File: src/rtl/fsign_pipe.sv
// ---------------------------------------------------------------------------
// fsign_pipe
//   FPU sign-injection unit covering FSGNJ/FSGNJN/FSGNJX/FABS/FNEG/FMV.
//   The result is formed combinationally and written into stage 0 of an
//   elastic, STAGES-deep valid/ready pipeline. A sideband tag (the
//   destination register) travels with each result, and results leave in
//   issue order.
//
//   Optional feature macro: FSIGN_CANON_NAN_EN
//     defined   : a NaN x1 makes every legal op return the canonical quiet
//                 NaN (+, exponent all ones, mantissa MSB set).
//     undefined : NaN payload and sign are treated as plain bits.
//
// Ports
//   clk        in   clock, rising edge
//   rstn       in   synchronous active-low reset
//   in_valid   in   operation offered
//   in_ready   out  unit can accept this cycle (combinational on out_ready)
//   op         in   000 SGNJ, 001 SGNJN, 010 SGNJX, 011 ABS, 100 NEG,
//                   101 MV, 11x illegal
//   x1         in   magnitude/source operand
//   x2         in   sign-source operand
//   tag_in     in   sideband tag, returned unchanged
//   out_valid  out  result valid
//   out_ready  in   consumer accepts result
//   y          out  result
//   tag_out    out  tag of the result
//   illegal    out  result came from an illegal op
//   busy       out  any stage holds a valid entry
// ---------------------------------------------------------------------------
module fsign_pipe #(
  parameter int WIDTH  = 32,
  parameter int EXP_W  = 8,
  parameter int STAGES = 1,
  parameter int TAG_W  = 5
) (
  input  logic             clk,
  input  logic             rstn,
  input  logic             in_valid,
  output logic             in_ready,
  input  logic [2:0]       op,
  input  logic [WIDTH-1:0] x1,
  input  logic [WIDTH-1:0] x2,
  input  logic [TAG_W-1:0] tag_in,
  output logic             out_valid,
  input  logic             out_ready,
  output logic [WIDTH-1:0] y,
  output logic [TAG_W-1:0] tag_out,
  output logic             illegal,
  output logic             busy
);

  localparam logic [2:0] OP_SGNJ  = 3'b000;
  localparam logic [2:0] OP_SGNJN = 3'b001;
  localparam logic [2:0] OP_SGNJX = 3'b010;
  localparam logic [2:0] OP_ABS   = 3'b011;
  localparam logic [2:0] OP_NEG   = 3'b100;
  localparam logic [2:0] OP_MV    = 3'b101;

`ifdef FSIGN_CANON_NAN_EN
  localparam bit CANON_NAN = 1'b1;
`else
  localparam bit CANON_NAN = 1'b0;
`endif

  localparam int MAN_W = WIDTH - 1 - EXP_W;

  // NaN test on the unsigned part of an operand: exponent all ones, mantissa non-zero.
  function automatic logic is_nan(input logic [WIDTH-2:0] mag);
    return (&mag[WIDTH-2 -: EXP_W]) && (|mag[MAN_W-1:0]);
  endfunction

  // Canonical quiet NaN: sign 0, exponent all ones, only the mantissa MSB set.
  function automatic logic [WIDTH-1:0] canon_nan();
    logic [WIDTH-1:0] r;
    r = {WIDTH{1'b0}};
    r[WIDTH-2 -: EXP_W] = {EXP_W{1'b1}};
    r[MAN_W-1] = 1'b1;
    return r;
  endfunction

  logic [WIDTH-1:0] base_y_s;
  logic [WIDTH-1:0] res_y_s;
  logic             res_ill_s;
  logic [STAGES-1:0] ld_s;

  logic [STAGES-1:0] v_q, v_d;
  logic [STAGES-1:0] il_q, il_d;
  logic [WIDTH-1:0]  y_q [STAGES];
  logic [WIDTH-1:0]  y_d [STAGES];
  logic [TAG_W-1:0]  t_q [STAGES];
  logic [TAG_W-1:0]  t_d [STAGES];

  // Sign-injection result for the operation currently offered.
  always_comb begin
    base_y_s  = x1;
    res_ill_s = 1'b0;
    case (op)
      OP_SGNJ:  base_y_s = {x2[WIDTH-1], x1[WIDTH-2:0]};
      OP_SGNJN: base_y_s = {~x2[WIDTH-1], x1[WIDTH-2:0]};
      OP_SGNJX: base_y_s = {x1[WIDTH-1] ^ x2[WIDTH-1], x1[WIDTH-2:0]};
      OP_ABS:   base_y_s = {1'b0, x1[WIDTH-2:0]};
      OP_NEG:   base_y_s = {~x1[WIDTH-1], x1[WIDTH-2:0]};
      OP_MV:    base_y_s = x1;
      default: begin
        base_y_s  = x1;
        res_ill_s = 1'b1;
      end
    endcase
    // Illegal ops pass x1 through untouched, so canonicalisation skips them.
    res_y_s = (CANON_NAN && !res_ill_s && is_nan(x1[WIDTH-2:0])) ? canon_nan() : base_y_s;
  end

  // Load enables, walked back from the consumer: a stage may load when it is
  // empty or its current entry moves on this cycle.
  always_comb begin
    logic nxt;
    nxt  = out_ready;
    ld_s = {STAGES{1'b0}};
    for (int k = STAGES - 1; k >= 0; k--) begin
      nxt     = ~v_q[k] | nxt;
      ld_s[k] = nxt;
    end
  end

  // Next state of every stage: shift forward where enabled, otherwise hold.
  always_comb begin
    v_d  = v_q;
    il_d = il_q;
    y_d  = y_q;
    t_d  = t_q;
    if (ld_s[0]) begin
      v_d[0]  = in_valid;
      il_d[0] = res_ill_s;
      y_d[0]  = res_y_s;
      t_d[0]  = tag_in;
    end else begin
      v_d[0] = v_q[0];
    end
    for (int k = 1; k < STAGES; k++) begin
      if (ld_s[k]) begin
        v_d[k]  = v_q[k-1];
        il_d[k] = il_q[k-1];
        y_d[k]  = y_q[k-1];
        t_d[k]  = t_q[k-1];
      end else begin
        v_d[k] = v_q[k];
      end
    end
  end

  // Stage registers; reset empties the pipe and clears the visible outputs.
  always_ff @(posedge clk) begin
    if (!rstn) begin
      v_q  <= {STAGES{1'b0}};
      il_q <= {STAGES{1'b0}};
      for (int k = 0; k < STAGES; k++) begin
        y_q[k] <= {WIDTH{1'b0}};
        t_q[k] <= {TAG_W{1'b0}};
      end
    end else begin
      v_q  <= v_d;
      il_q <= il_d;
      y_q  <= y_d;
      t_q  <= t_d;
    end
  end

  assign in_ready  = ld_s[0];
  assign out_valid = v_q[STAGES-1];
  assign y         = y_q[STAGES-1];
  assign tag_out   = t_q[STAGES-1];
  assign illegal   = il_q[STAGES-1];
  assign busy      = |v_q;

endmodule

File: config.mk
export PLATFORM = sky130hd
export DESIGN_NAME = fsign_pipe
export DESIGN_NICKNAME = d
export VERILOG_FILES = /design/src/rtl/fsign_pipe.sv
export SDC_FILE = /design/constraint.sdc
export NUM_CORES = 1
export LEC_CHECK = 0
export ABC_AREA = 0
export CORE_UTILIZATION = 35
export CTS_BUF_LIST = sky130_fd_sc_hd__clkbuf_8
export DETAILED_ROUTE_END_ITERATION = 16
export GPL_ROUTABILITY_DRIVEN = 1
export PLACE_DENSITY = 0.83
export SLEW_MARGIN = 10
export SYNTH_ARGS = -nofsm -noshare
export SYNTH_HDL_FRONTEND = slang
export SYNTH_SLANG_ARGS = --single-unit
File: constraint.sdc
create_clock -name clk -period 1.9 [get_ports clk]
set_input_delay 0.38 -clock clk [delete_from_list [all_inputs] [get_ports clk]]
set_output_delay 0.38 -clock clk [all_outputs]
set_load 0.005 [all_outputs]
==> results_tabular.tex, run 1 <==
\begin{tabular}{lr}
\hline
Metric & Value \\
\hline
\multicolumn{2}{l}{\textbf{Placement}} \\
Cell area reported after detailed placement & 2410 um\^{}2 \\
Gpl congestion & 0.665 \\
Total half-perimeter wirelength after legalization and detailed placement & 2440 um \\
Count of input and output buffers & 85 \\
\multicolumn{2}{l}{\textbf{STA}} \\
Maximum clock frequency & 655 MHz \\
Sum of negative setup slack & 0 ns \\
Post-Route Skew & 0.00908 ns \\
Count of final hold-check violations & 0 \\
Portion of the clock cycle consumed by the worst path in the final layout & 80.4\% \\
Setup-violating endpoint count in the final report & 0 \\
Setup repair after global routing missed its margin & false \\
Final Critical Period & 1.53 ns \\
Final number of max-transition violations & 0 \\
Worst max-slew margin expressed relative to the limit & 73.8\% \\
Slew at the pin closest to its max-slew limit & 0.393 ns \\
\multicolumn{2}{l}{\textbf{CTS}} \\
Post-CTS Repair Setup Buffers & 0 \\
Maximum clock path buffer count & 2 \\
Clk pin slew, worst setup/hold paths & 0.08 ns \\
CTS HTree Levels & 2 \\
Cts bufs inserted & 5 \\
Hold Buf Count CTS & 0 \\
Number of sinks on the clock net & 39 \\
CTS Root Cell & sky130\_fd\_sc\_hd\_\_clkbuf\_8 \\
TritonCTS clock tree & built \\
Number of gates resized after cts & 0 \\
Clock latency reported for the late side of the worst-skew pair & 0.29 ns \\
\multicolumn{2}{l}{\textbf{Worst setup path}} \\
Crit path largest cell delay & 0.44 ns \\
Critical path buffers and inverters & 3 \\
Reg-to-reg critical path startpoint & busy\$\_SDFFE\_PN0P\_ \\
Req. time, crit path & 1.52 ns \\
CP delay by family, top & buffers and inverters \\
Crit Path Class & input port to output pin \\
Crit end category & output pin \\
Maximum fanout encountered on the critical timing path & 2 \\
Data arrival time of the critical path & 1.15 ns \\
Critical-path cell list & clkdlybuf4s50\_1 > nor2b\_4 > inv\_2 > dlymetal6s2s\_1 \\
Element type at the critical path start & input port \\
Slowest cell on the critical path & sky130\_fd\_sc\_hd\_\_clkdlybuf4s50\_1 \\
First element of the critical path & out\_ready \\
\multicolumn{2}{l}{\textbf{Cells and area}} \\
Non-Filler Cell Area, Final & 2530 um\^{}2 \\
Total Nets Final & 335 \\
Area added between synthesis and finish & 64.9\% \\
Share of cells above drive strength 1 & 7.31\% \\
Fill cell total of the finished layout & 390 \\
Antenna diodes & 0 \\
\multicolumn{2}{l}{\textbf{Floorplan}} \\
Std cell rows & 23 \\
Number of ports placed on the die boundary & 117 \\
Placeable core region & 4120 um\^{}2 \\
Die boundary height & 68.2 um \\
Initial Utilization & 37.2\% \\
Die X-Extent & 68.2 um \\
Area of the die & 4650 um\^{}2 \\
\multicolumn{2}{l}{\textbf{Yosys}} \\
Cell types with the highest counts after synthesis & 73 x sky130\_fd\_sc\_hd\_\_nand2\_1, 39 x sky130\_fd\_sc\_hd\_\_dfxtp\_1, 31 x sky130\_fd\_sc\_hd\_\_a21boi\_0, 6 x sky130\_fd\_sc\_hd\_\_a21boi\_2, 5 x sky130\_fd\_sc\_hd\_\_buf\_2 \\
Synth Flop Type & sky130\_fd\_sc\_hd\_\_dfxtp\_1 \\
Most area-consuming cells after synthesis & sky130\_fd\_sc\_hd\_\_dfxtp\_1 51\%, sky130\_fd\_sc\_hd\_\_nand2\_1 18\%, sky130\_fd\_sc\_hd\_\_a21boi\_0 15\% \\
Post-synthesis cell count & 177 \\
Seq/Total Area, Yosys & 50.9\% \\
Most numerous cell in the Yosys netlist & sky130\_fd\_sc\_hd\_\_nand2\_1 \\
Synth Net Count & 253 \\
Cell taking the most area after synthesis & sky130\_fd\_sc\_hd\_\_dfxtp\_1 \\
Synth async-reset ratio & 0\% \\
\#FFs+latches synth & 39 \\
EDFF count, synth & 0 \\
Number of warnings printed during yosys synthesis & 0 \\
Post-synthesis instance area & 1530 um\^{}2 \\
Mean instance size in the synthesized netlist & 8.66 um\^{}2 \\
Count of cell types in the netlist & 20 \\
Area share of the leading cell type in the synthesized netlist & 50.9\% \\
\multicolumn{2}{l}{\textbf{Power and ir drop}} \\
Share of total power in sequential cells & 46.7\% \\
Leakage power of the design & 0.992 nW \\
Max rail drop VDD & 0.427 mV \\
Sw power & 0.404 mW \\
Power Internal & 1.51 mW \\
Portion of total power attributed to the clock network & 36.6\% \\
Power density over the cells & 757 nW/um\^{}2 \\
Gate power share & 16.7\% \\
Switching part of the total power & 21.1\% \\
\multicolumn{2}{l}{\textbf{GRT}} \\
Largest net degree at the start of global routing & 40 \\
Antenna violations before repair & 0 \\
Overall Global Routing Usage & 16.3\% \\
Via count of the first global-routing pass & 1,282 \\
Global-route wire length before repair & 5610 um \\
Remaining Overflow, GRT & 0 \\
\multicolumn{2}{l}{\textbf{Drt}} \\
Via count of the routed design & 1,430 \\
Drt first pass iters & 4 \\
DRC viols & 0 \\
Mean routed wirelength per cell & 11.5 um \\
Routed via count divided by cell count & 4.61 \\
Starting DRT DRC Count & 70 \\
Overall routed net length & 3550 um \\
Post-detailed-route count of antenna-violating nets & 0 \\
\multicolumn{2}{l}{\textbf{Outcome}} \\
Run status & complete, no violations \\
\multicolumn{2}{l}{\textbf{Hold path}} \\
Type of the most critical hold path & flop to flop \\
Worst min-delay path startpoint & y[6]\$\_SDFFE\_PN0P\_ \\
\multicolumn{2}{l}{\textbf{Job}} \\
MaxCap Viol Count & 0 \\
\hline
\end{tabular}
[sequential cells by signal (all words and copies together) (netlist names)]
signal   cells
y           32
tag_out      5
busy         1
illegal      1
[cells in the final DEF (no fill, tap or decap)]
master                            netlist  layout
sky130_fd_sc_hd__clkdlybuf4s50_1        0      84
sky130_fd_sc_hd__nand2_1               73      73
sky130_fd_sc_hd__dfxtp_1               39      39
sky130_fd_sc_hd__a21boi_0              31      31
sky130_fd_sc_hd__a21boi_2               6       6
sky130_fd_sc_hd__clkbuf_8               0       6
sky130_fd_sc_hd__o21a_1                 2       2
sky130_fd_sc_hd__nor2b_1                2       2
sky130_fd_sc_hd__o21ai_0                2       2
sky130_fd_sc_hd__buf_4                  3       2
sky130_fd_sc_hd__nor2b_4                1       1
sky130_fd_sc_hd__inv_2                  1       1
sky130_fd_sc_hd__nand3_1                1       1
sky130_fd_sc_hd__nor2_1                 1       1
sky130_fd_sc_hd__or4b_1                 1       1
sky130_fd_sc_hd__o21bai_1               1       1
sky130_fd_sc_hd__nor4b_1                1       1
sky130_fd_sc_hd__a211oi_1               1       1
sky130_fd_sc_hd__a31oi_1                1       1
sky130_fd_sc_hd__bufinv_16              0       1
sky130_fd_sc_hd__clkinv_2               0       1
sky130_fd_sc_hd__dlymetal6s2s_1         0       1
sky130_fd_sc_hd__buf_12                 0       1
[worst paths after layout]
kind / slack (ns) / end / cells after the start
hold reg to reg: 0.46 / y[6]$_SDFFE_PN0P_ / 2
hold / removal: 0.46 / y[6]$_SDFFE_PN0P_ / 2
setup reg to reg: 0.64 / y[24]$_SDFFE_PN0P_ / 4
setup / recovery: 0.37 / in_ready / 4
[per-stage QoR]
stage	power [mW]	util, %	hold slack, ns	setup slack, ns	std cells
2_1_floorplan	1.02	-	0.456	0.792	177
3_3_place_gp	1.23	58.5	0.444	0.0526	302
3_5_place_dp	1.24	58.5	0.453	0.0443	302
4_1_cts	1.94	61.4	0.461	0.0340	310
5_1_grt	2.02	61.4	0.482	0.292	310
6_report	1.91	61.4	0.459	0.373	310
[worst register-to-register path, stage by stage (launching register included)]
cell and delay (ns):
sky130_fd_sc_hd__dfxtp_1 0.35, sky130_fd_sc_hd__nor2b_4 0.16, sky130_fd_sc_hd__buf_4 0.36, sky130_fd_sc_hd__nand2_1 0.13, sky130_fd_sc_hd__a21boi_0 0.17
[power by group through the flow]
stage	clock (mW)	combinational [mW]	sequential (mW)
2_1_floorplan	0	0.101	0.919
4_1_cts	0.722	0.325	0.895
3_5_place_dp	0	0.324	0.914
3_3_place_gp	0	0.320	0.911
5_1_grt	0.768	0.352	0.902
6_report	0.701	0.319	0.894
[kinds of logic after synthesis]
family / synth area share (%)
buf+inv: 5.06
simple gates: 21.4
flops: 50.9
compound gates: 22.6
[metal layers]
layer | GRT usage, % | vias to the layer above | part of all wire, %
met5 | 0 | - | 0
met4 | 7.03 | 0 | 1.8
met3 | 6.33 | 6 | 8.5
met2 | 27.9 | 53 | 47
met1 | 17.7 | 637 | 43
li1 | - | 734 | -
[area by class of cell]
cell class / count / area, um^2 / area share [%]
clock buffer: 6 / 82.6 / 3.27
multi-input combinational: 124 / 674 / 26.7
clock inverter: 2 / 35.0 / 1.39
timing repair buffer: 88 / 888 / 35.1
sequential: 39 / 781 / 30.9
tap: 50 / 62.6 / 2.48
inverter: 1 / 3.75 / 0.149
Note: power is estimated with default switching activity, not from simulation.
==> run 2: changes to the inputs <==
- CORE_UTILIZATION: 35 -> 31
- PLACE_DENSITY: 0.83 -> 0.78
- clock period: 1.9 -> 1.4 ns (I/O delays scaled with it)
==> run 2 against run 1 <==
Combinational power is 27% higher. Via count is 0.49% higher. Design area is 2.2% higher. Non-clock buffer count is 7 higher. First-iteration DRC count is 31% lower. Sequential share of layout area hardly changed. Setup slack worse by 0.31 ns. Final cell count is 7.7% higher. Clock skew is 0.0047 ns lower. Critical path type is now flop to output pin.
==> results_tabular.tex, run 2 (synthesized netlist as in run 1, its figures left out) <==
\begin{tabular}{lr}
\hline
Metric & Value \\
\hline
\multicolumn{2}{l}{\textbf{Worst setup path}} \\
Element type at the critical path start & flop \\
Crit Path Class & flop to output pin \\
Crit end category & output pin \\
Req. time, crit path & 1.12 ns \\
Data arrival time of the critical path & 1.06 ns \\
Cell depth of the worst flop-to-flop path & 6 \\
Maximum fanout encountered on the critical timing path & 3 \\
\multicolumn{2}{l}{\textbf{CTS}} \\
Hold Buf Count CTS & 0 \\
Cts bufs inserted & 5 \\
Number of gates resized after cts & 45 \\
CTS Root Cell & sky130\_fd\_sc\_hd\_\_clkbuf\_8 \\
Maximum clock path buffer count & 2 \\
Clock latency reported for the late side of the worst-skew pair & 0.28 ns \\
TritonCTS clock tree & built \\
CTS HTree Levels & 2 \\
Clk pin slew, worst setup/hold paths & 0.07 ns \\
Post-CTS Repair Setup Buffers & 0 \\
Number of sinks on the clock net & 39 \\
\multicolumn{2}{l}{\textbf{STA}} \\
Setup repair after global routing missed its margin & false \\
Count of final hold-check violations & 0 \\
Maximum clock frequency & 748 MHz \\
Final number of max-transition violations & 0 \\
Worst max-slew margin expressed relative to the limit & 73.1\% \\
Sum of negative setup slack & 0 ns \\
Setup-violating endpoint count in the final report & 0 \\
Portion of the clock cycle consumed by the worst path in the final layout & 95.5\% \\
Final Critical Period & 1.34 ns \\
Slew at the pin closest to its max-slew limit & 0.404 ns \\
Post-Route Skew & 0.00435 ns \\
\multicolumn{2}{l}{\textbf{Placement}} \\
Gpl congestion & 0.705 \\
Total half-perimeter wirelength after legalization and detailed placement & 2630 um \\
Cell area reported after detailed placement & 2480 um\^{}2 \\
Count of input and output buffers & 85 \\
\multicolumn{2}{l}{\textbf{Floorplan}} \\
Std cell rows & 25 \\
Die X-Extent & 72.3 um \\
Die boundary height & 72.3 um \\
Placeable core region & 4750 um\^{}2 \\
Area of the die & 5230 um\^{}2 \\
Number of ports placed on the die boundary & 117 \\
Initial Utilization & 32.2\% \\
\multicolumn{2}{l}{\textbf{Drt}} \\
Routed via count divided by cell count & 4.30 \\
Via count of the routed design & 1,437 \\
Post-detailed-route count of antenna-violating nets & 0 \\
DRC viols & 0 \\
Overall routed net length & 3680 um \\
Drt first pass iters & 4 \\
Starting DRT DRC Count & 48 \\
Mean routed wirelength per cell & 11.0 um \\
\multicolumn{2}{l}{\textbf{Cells and area}} \\
Sequential Area & 797 um\^{}2 \\
Most frequent cells in the layout & 73 x sky130\_fd\_sc\_hd\_\_nand2\_1, 43 x sky130\_fd\_sc\_hd\_\_clkdlybuf4s50\_1, 32 x sky130\_fd\_sc\_hd\_\_dlygate4sd2\_1 \\
Share of cells above drive strength 1 & 14.2\% \\
Non-Filler Cell Area, Final & 2580 um\^{}2 \\
Fill cell total of the finished layout & 489 \\
Antenna diodes & 0 \\
Max reg flops & 32 \\
Area taken by multi-input logic gates & 674 um\^{}2 \\
Most common cell after layout, fill and taps aside & sky130\_fd\_sc\_hd\_\_nand2\_1 \\
Total Nets Final & 342 \\
Area added between synthesis and finish & 68.5\% \\
\multicolumn{2}{l}{\textbf{Power and ir drop}} \\
Switching part of the total power & 22.2\% \\
Power Internal & 1.89 mW \\
Power density over the cells & 940 nW/um\^{}2 \\
Final total power & 2.43 mW \\
Gate power share & 16.7\% \\
Portion of total power attributed to the clock network & 33.2\% \\
Share of total power in sequential cells & 50.1\% \\
Max rail drop VDD & 0.409 mV \\
Leakage power of the design & 1.27 nW \\
Sw power & 0.539 mW \\
\multicolumn{2}{l}{\textbf{GRT}} \\
Overall Global Routing Usage & 14.7\% \\
Remaining Overflow, GRT & 0 \\
Largest net degree at the start of global routing & 40 \\
Global-route wire length before repair & 5970 um \\
Via count of the first global-routing pass & 1,375 \\
Antenna violations before repair & 0 \\
\multicolumn{2}{l}{\textbf{Job}} \\
MaxCap Viol Count & 0 \\
\multicolumn{2}{l}{\textbf{Hold path}} \\
Type of the most critical hold path & flop to flop \\
Number of instances on the worst hold path & 2 \\
\multicolumn{2}{l}{\textbf{Outcome}} \\
Run status & complete, no violations \\
\hline
\end{tabular}
run 2: cell types whose count changed in the layout (fill, tap and decap cells not counted), sizes merged:
| cell | before | now |
|---|---|---|
| buf | 3 | 10 |
| bufinv | 1 | 0 |
| clkbuf | 6 | 7 |
| clkdlybuf4s50 | 84 | 43 |
| clkinv | 1 | 0 |
| dlygate4sd2 | 0 | 32 |
| dlymetal6s2s | 1 | 10 |
| inv | 1 | 2 |
run 2: cell type report:
class                   instances  share of cell area, %
multi-input cells             124                   26.1
clock buffers                   7                   3.73
flip-flops and latches         39                   30.9
inverters                       1                  0.145
clock inverters                 1                  0.145
repair buffers                 95                   35.8
well taps                      67                   3.25
run 2: final timing paths:
kind | startpoint | to | slack [ns]
max | busy$_SDFFE_PN0P_ | in_ready | 0.06
min | tag_out[2]$_SDFFE_PN0P_ | tag_out[2]$_SDFFE_PN0P_ | 0.45
max reg2reg | busy$_SDFFE_PN0P_ | y[9]$_SDFFE_PN0P_ | 0.18
min reg2reg | tag_out[2]$_SDFFE_PN0P_ | tag_out[2]$_SDFFE_PN0P_ | 0.45
run 2: power by group through the flow:
stage | sequential [mW] | combinational [mW] | clock (mW)
floorplan | 1.25 | 0.137 | 0
global placement | 1.24 | 0.450 | 0
detailed placement | 1.24 | 0.454 | 0
CTS | 1.22 | 0.418 | 0.848
global route | 1.22 | 0.446 | 0.892
finish | 1.22 | 0.405 | 0.806
run 2: metal layers:
layer / share of wire [%] / GRT usage (%)
met1: 44 / 16.5
met2: 48 / 25.3
met3: 7.7 / 5.97
met4: 0.57 / 4.58
met5: 0 / 0
run 2: critical path, cell delays in order (launching register included):
cell and delay, ns:
sky130_fd_sc_hd__dfxtp_2 0.34, sky130_fd_sc_hd__nor2b_4 0.14, sky130_fd_sc_hd__inv_2 0.04, sky130_fd_sc_hd__dlygate4sd2_1 0.25
run 2: through the flow:
step | std cells | hold WS (ns) | setup WS [ns] | util, %
final | 334 | 0.452 | 0.0625 | 54.3
after global routing | 334 | 0.476 | 0.000839 | 54.3
after CTS | 334 | 0.458 | 0.000512 | 53.8
after detailed placement | 326 | 0.450 | -0.252 | 52.2
after global placement | 326 | 0.444 | -0.246 | 52.2
after floorplan | 177 | 0.404 | 0.292 | -
==> run 3: changes to the inputs <==
- CORE_UTILIZATION: 31 -> 35
- DONT_BUFFER_PORTS: unset -> 1
- PLACE_DENSITY: 0.78 -> unset
- TNS_END_PERCENT: unset -> 30
==> run 3 against run 2 <==
Non-clock buffer count fell by 92. Fmax is 3.8% higher. Core utilization shrank 15 points. Register-to-register slack better by 0.09 ns. Sequential cell count did not move. Setup slack better by 0.049 ns. Clock skew fell by 0.0026 ns. Largest cell class is now registers.
==> results_tabular.tex, run 3 (synthesized netlist as in run 1, its figures left out) <==
\begin{tabular}{lr}
\hline
Metric & Value \\
\hline
\multicolumn{2}{l}{\textbf{Floorplan}} \\
Placeable core region & 4120 um\^{}2 \\
Die X-Extent & 68.2 um \\
Std cell rows & 23 \\
Die boundary height & 68.2 um \\
Initial Utilization & 37.2\% \\
Area of the die & 4650 um\^{}2 \\
Number of ports placed on the die boundary & 117 \\
\multicolumn{2}{l}{\textbf{Drt}} \\
DRC viols & 0 \\
Starting DRT DRC Count & 26 \\
Via count of the routed design & 1,152 \\
Met1 wire length & 1240 um \\
Drt first pass iters & 5 \\
Top layer used by detailed routing & met4 \\
Mean routed wirelength per cell & 14.5 um \\
Detailed-routed wire length on met2 & 1670 um \\
Post-detailed-route count of antenna-violating nets & 0 \\
Overall routed net length & 3260 um \\
Met3 wire len & 326 um \\
Routed via count divided by cell count & 5.12 \\
\multicolumn{2}{l}{\textbf{Worst setup path}} \\
Flop2flop setup slack & 0.27 ns \\
Cell depth of the worst flop-to-flop path & 4 \\
Maximum fanout encountered on the critical timing path & 39 \\
Element type at the critical path start & flop \\
Crit Path Class & flop to output pin \\
Data arrival time of the critical path & 1.01 ns \\
Req. time, crit path & 1.12 ns \\
Crit end category & output pin \\
\multicolumn{2}{l}{\textbf{CTS}} \\
CTS HTree Levels & 2 \\
Clk pin slew, worst setup/hold paths & 0.07 ns \\
CTS Root Cell & sky130\_fd\_sc\_hd\_\_clkbuf\_8 \\
TritonCTS clock tree & built \\
Number of sinks on the clock net & 39 \\
Clock latency reported for the late side of the worst-skew pair & 0.28 ns \\
Hold Buf Count CTS & 0 \\
Maximum clock path buffer count & 2 \\
Cts bufs inserted & 5 \\
Number of gates resized after cts & 1 \\
Post-CTS Repair Setup Buffers & 0 \\
\multicolumn{2}{l}{\textbf{Cells and area}} \\
Most common cell after layout, fill and taps aside & sky130\_fd\_sc\_hd\_\_nand2\_1 \\
Share of cells above drive strength 1 & 9.71\% \\
Total Nets Final & 250 \\
Area added between synthesis and finish & 6.20\% \\
Fill cell total of the finished layout & 425 \\
Antenna diodes & 0 \\
Most frequent cells in the layout & 73 x sky130\_fd\_sc\_hd\_\_nand2\_1, 39 x sky130\_fd\_sc\_hd\_\_dfxtp\_1, 31 x sky130\_fd\_sc\_hd\_\_a21boi\_0 \\
Max reg flops & 32 \\
Non-Filler Cell Area, Final & 1630 um\^{}2 \\
\multicolumn{2}{l}{\textbf{STA}} \\
Sum of negative setup slack & 0 ns \\
Final Critical Period & 1.29 ns \\
Maximum clock frequency & 776 MHz \\
Slack of the critical path & 0.111 ns \\
Slew at the pin closest to its max-slew limit & 0.373 ns \\
Setup repair after global routing missed its margin & false \\
Final number of max-transition violations & 0 \\
Portion of the clock cycle consumed by the worst path in the final layout & 92.1\% \\
Setup-violating endpoint count in the final report & 0 \\
Count of final hold-check violations & 0 \\
Worst max-slew margin expressed relative to the limit & 75.1\% \\
Post-Route Skew & 0.00171 ns \\
\multicolumn{2}{l}{\textbf{GRT}} \\
Via count of the first global-routing pass & 1,064 \\
Antenna violations before repair & 0 \\
Overall Global Routing Usage & 14.6\% \\
Largest net degree at the start of global routing & 40 \\
Global-route wire length before repair & 4770 um \\
Remaining Overflow, GRT & 0 \\
\multicolumn{2}{l}{\textbf{Placement}} \\
Gpl congestion & 0.592 \\
Total half-perimeter wirelength after legalization and detailed placement & 2310 um \\
Count of input and output buffers & 0 \\
Cell area reported after detailed placement & 1540 um\^{}2 \\
DP Worst Slack & 0.0554 ns \\
\multicolumn{2}{l}{\textbf{Hold path}} \\
Number of instances on the worst hold path & 1 \\
Type of the most critical hold path & input port to flop \\
\multicolumn{2}{l}{\textbf{Outcome}} \\
Run status & complete, no violations \\
\multicolumn{2}{l}{\textbf{Power and ir drop}} \\
Max rail drop VDD & 0.500 mV \\
Power density over the cells & 1270 nW/um\^{}2 \\
Leakage power of the design & 0.655 nW \\
\multicolumn{2}{l}{\textbf{Job}} \\
MaxCap Viol Count & 0 \\
\hline
\end{tabular}
run 3: worst max-delay path: stages, from the launching register on:
cell                      delay [ns]
sky130_fd_sc_hd__dfxtp_1        0.31
sky130_fd_sc_hd__nor2b_4        0.13
sky130_fd_sc_hd__inv_4          0.28
run 3: final timing paths:
| kind | from | to |
|---|---|---|
| worst max-delay path | busy$_SDFFE_PN0P_ | in_ready |
| worst min register to register | y[5]$_SDFFE_PN0P_ | y[5]$_SDFFE_PN0P_ |
| worst max register to register | busy$_SDFFE_PN0P_ | y[10]$_SDFFE_PN0P_ |
| worst min-delay path | rstn | busy$_SDFFE_PN0P_ |
run 3: routing by layer:
metal,track usage [%],up-vias
met5,0,-
li1,-,564
met4,5.47,0
met2,25.6,55
met1,14.2,531
met3,8.00,2
run 3: per-stage QoR:
step / power [mW] / utilization, % / hold slack (ns) / cells
after detailed placement: 1.41 / 37.5 / 0.414 / 217
after global routing: 2.19 / 39.6 / 0.0988 / 225
after global placement: 1.39 / 37.5 / 0.406 / 217
after floorplan: 1.38 / - / 0.404 / 177
after CTS: 2.11 / 39.6 / 0.114 / 225
final: 2.07 / 39.6 / 0.125 / 225
run 3: report_power, final:
group,switching (mW),internal [mW],total [mW]
logic,0.0726,0.0699,0.142
registers,0.0535,1.18,1.24
clock network,0.360,0.335,0.695
total,0.486,1.59,2.07
run 3: cell type report:
cell class / instances / area, um^2 / area share [%]
Timing Repair Buffer: 3 / 22.5 / 1.38
Clock inverter: 3 / 12.5 / 0.769
Tap cell: 50 / 62.6 / 3.84
Sequential cell: 39 / 781 / 48.0
Inverter: 1 / 6.26 / 0.384
Clock buffer: 5 / 68.8 / 4.23
Multi-Input combinational cell: 124 / 674 / 41.4
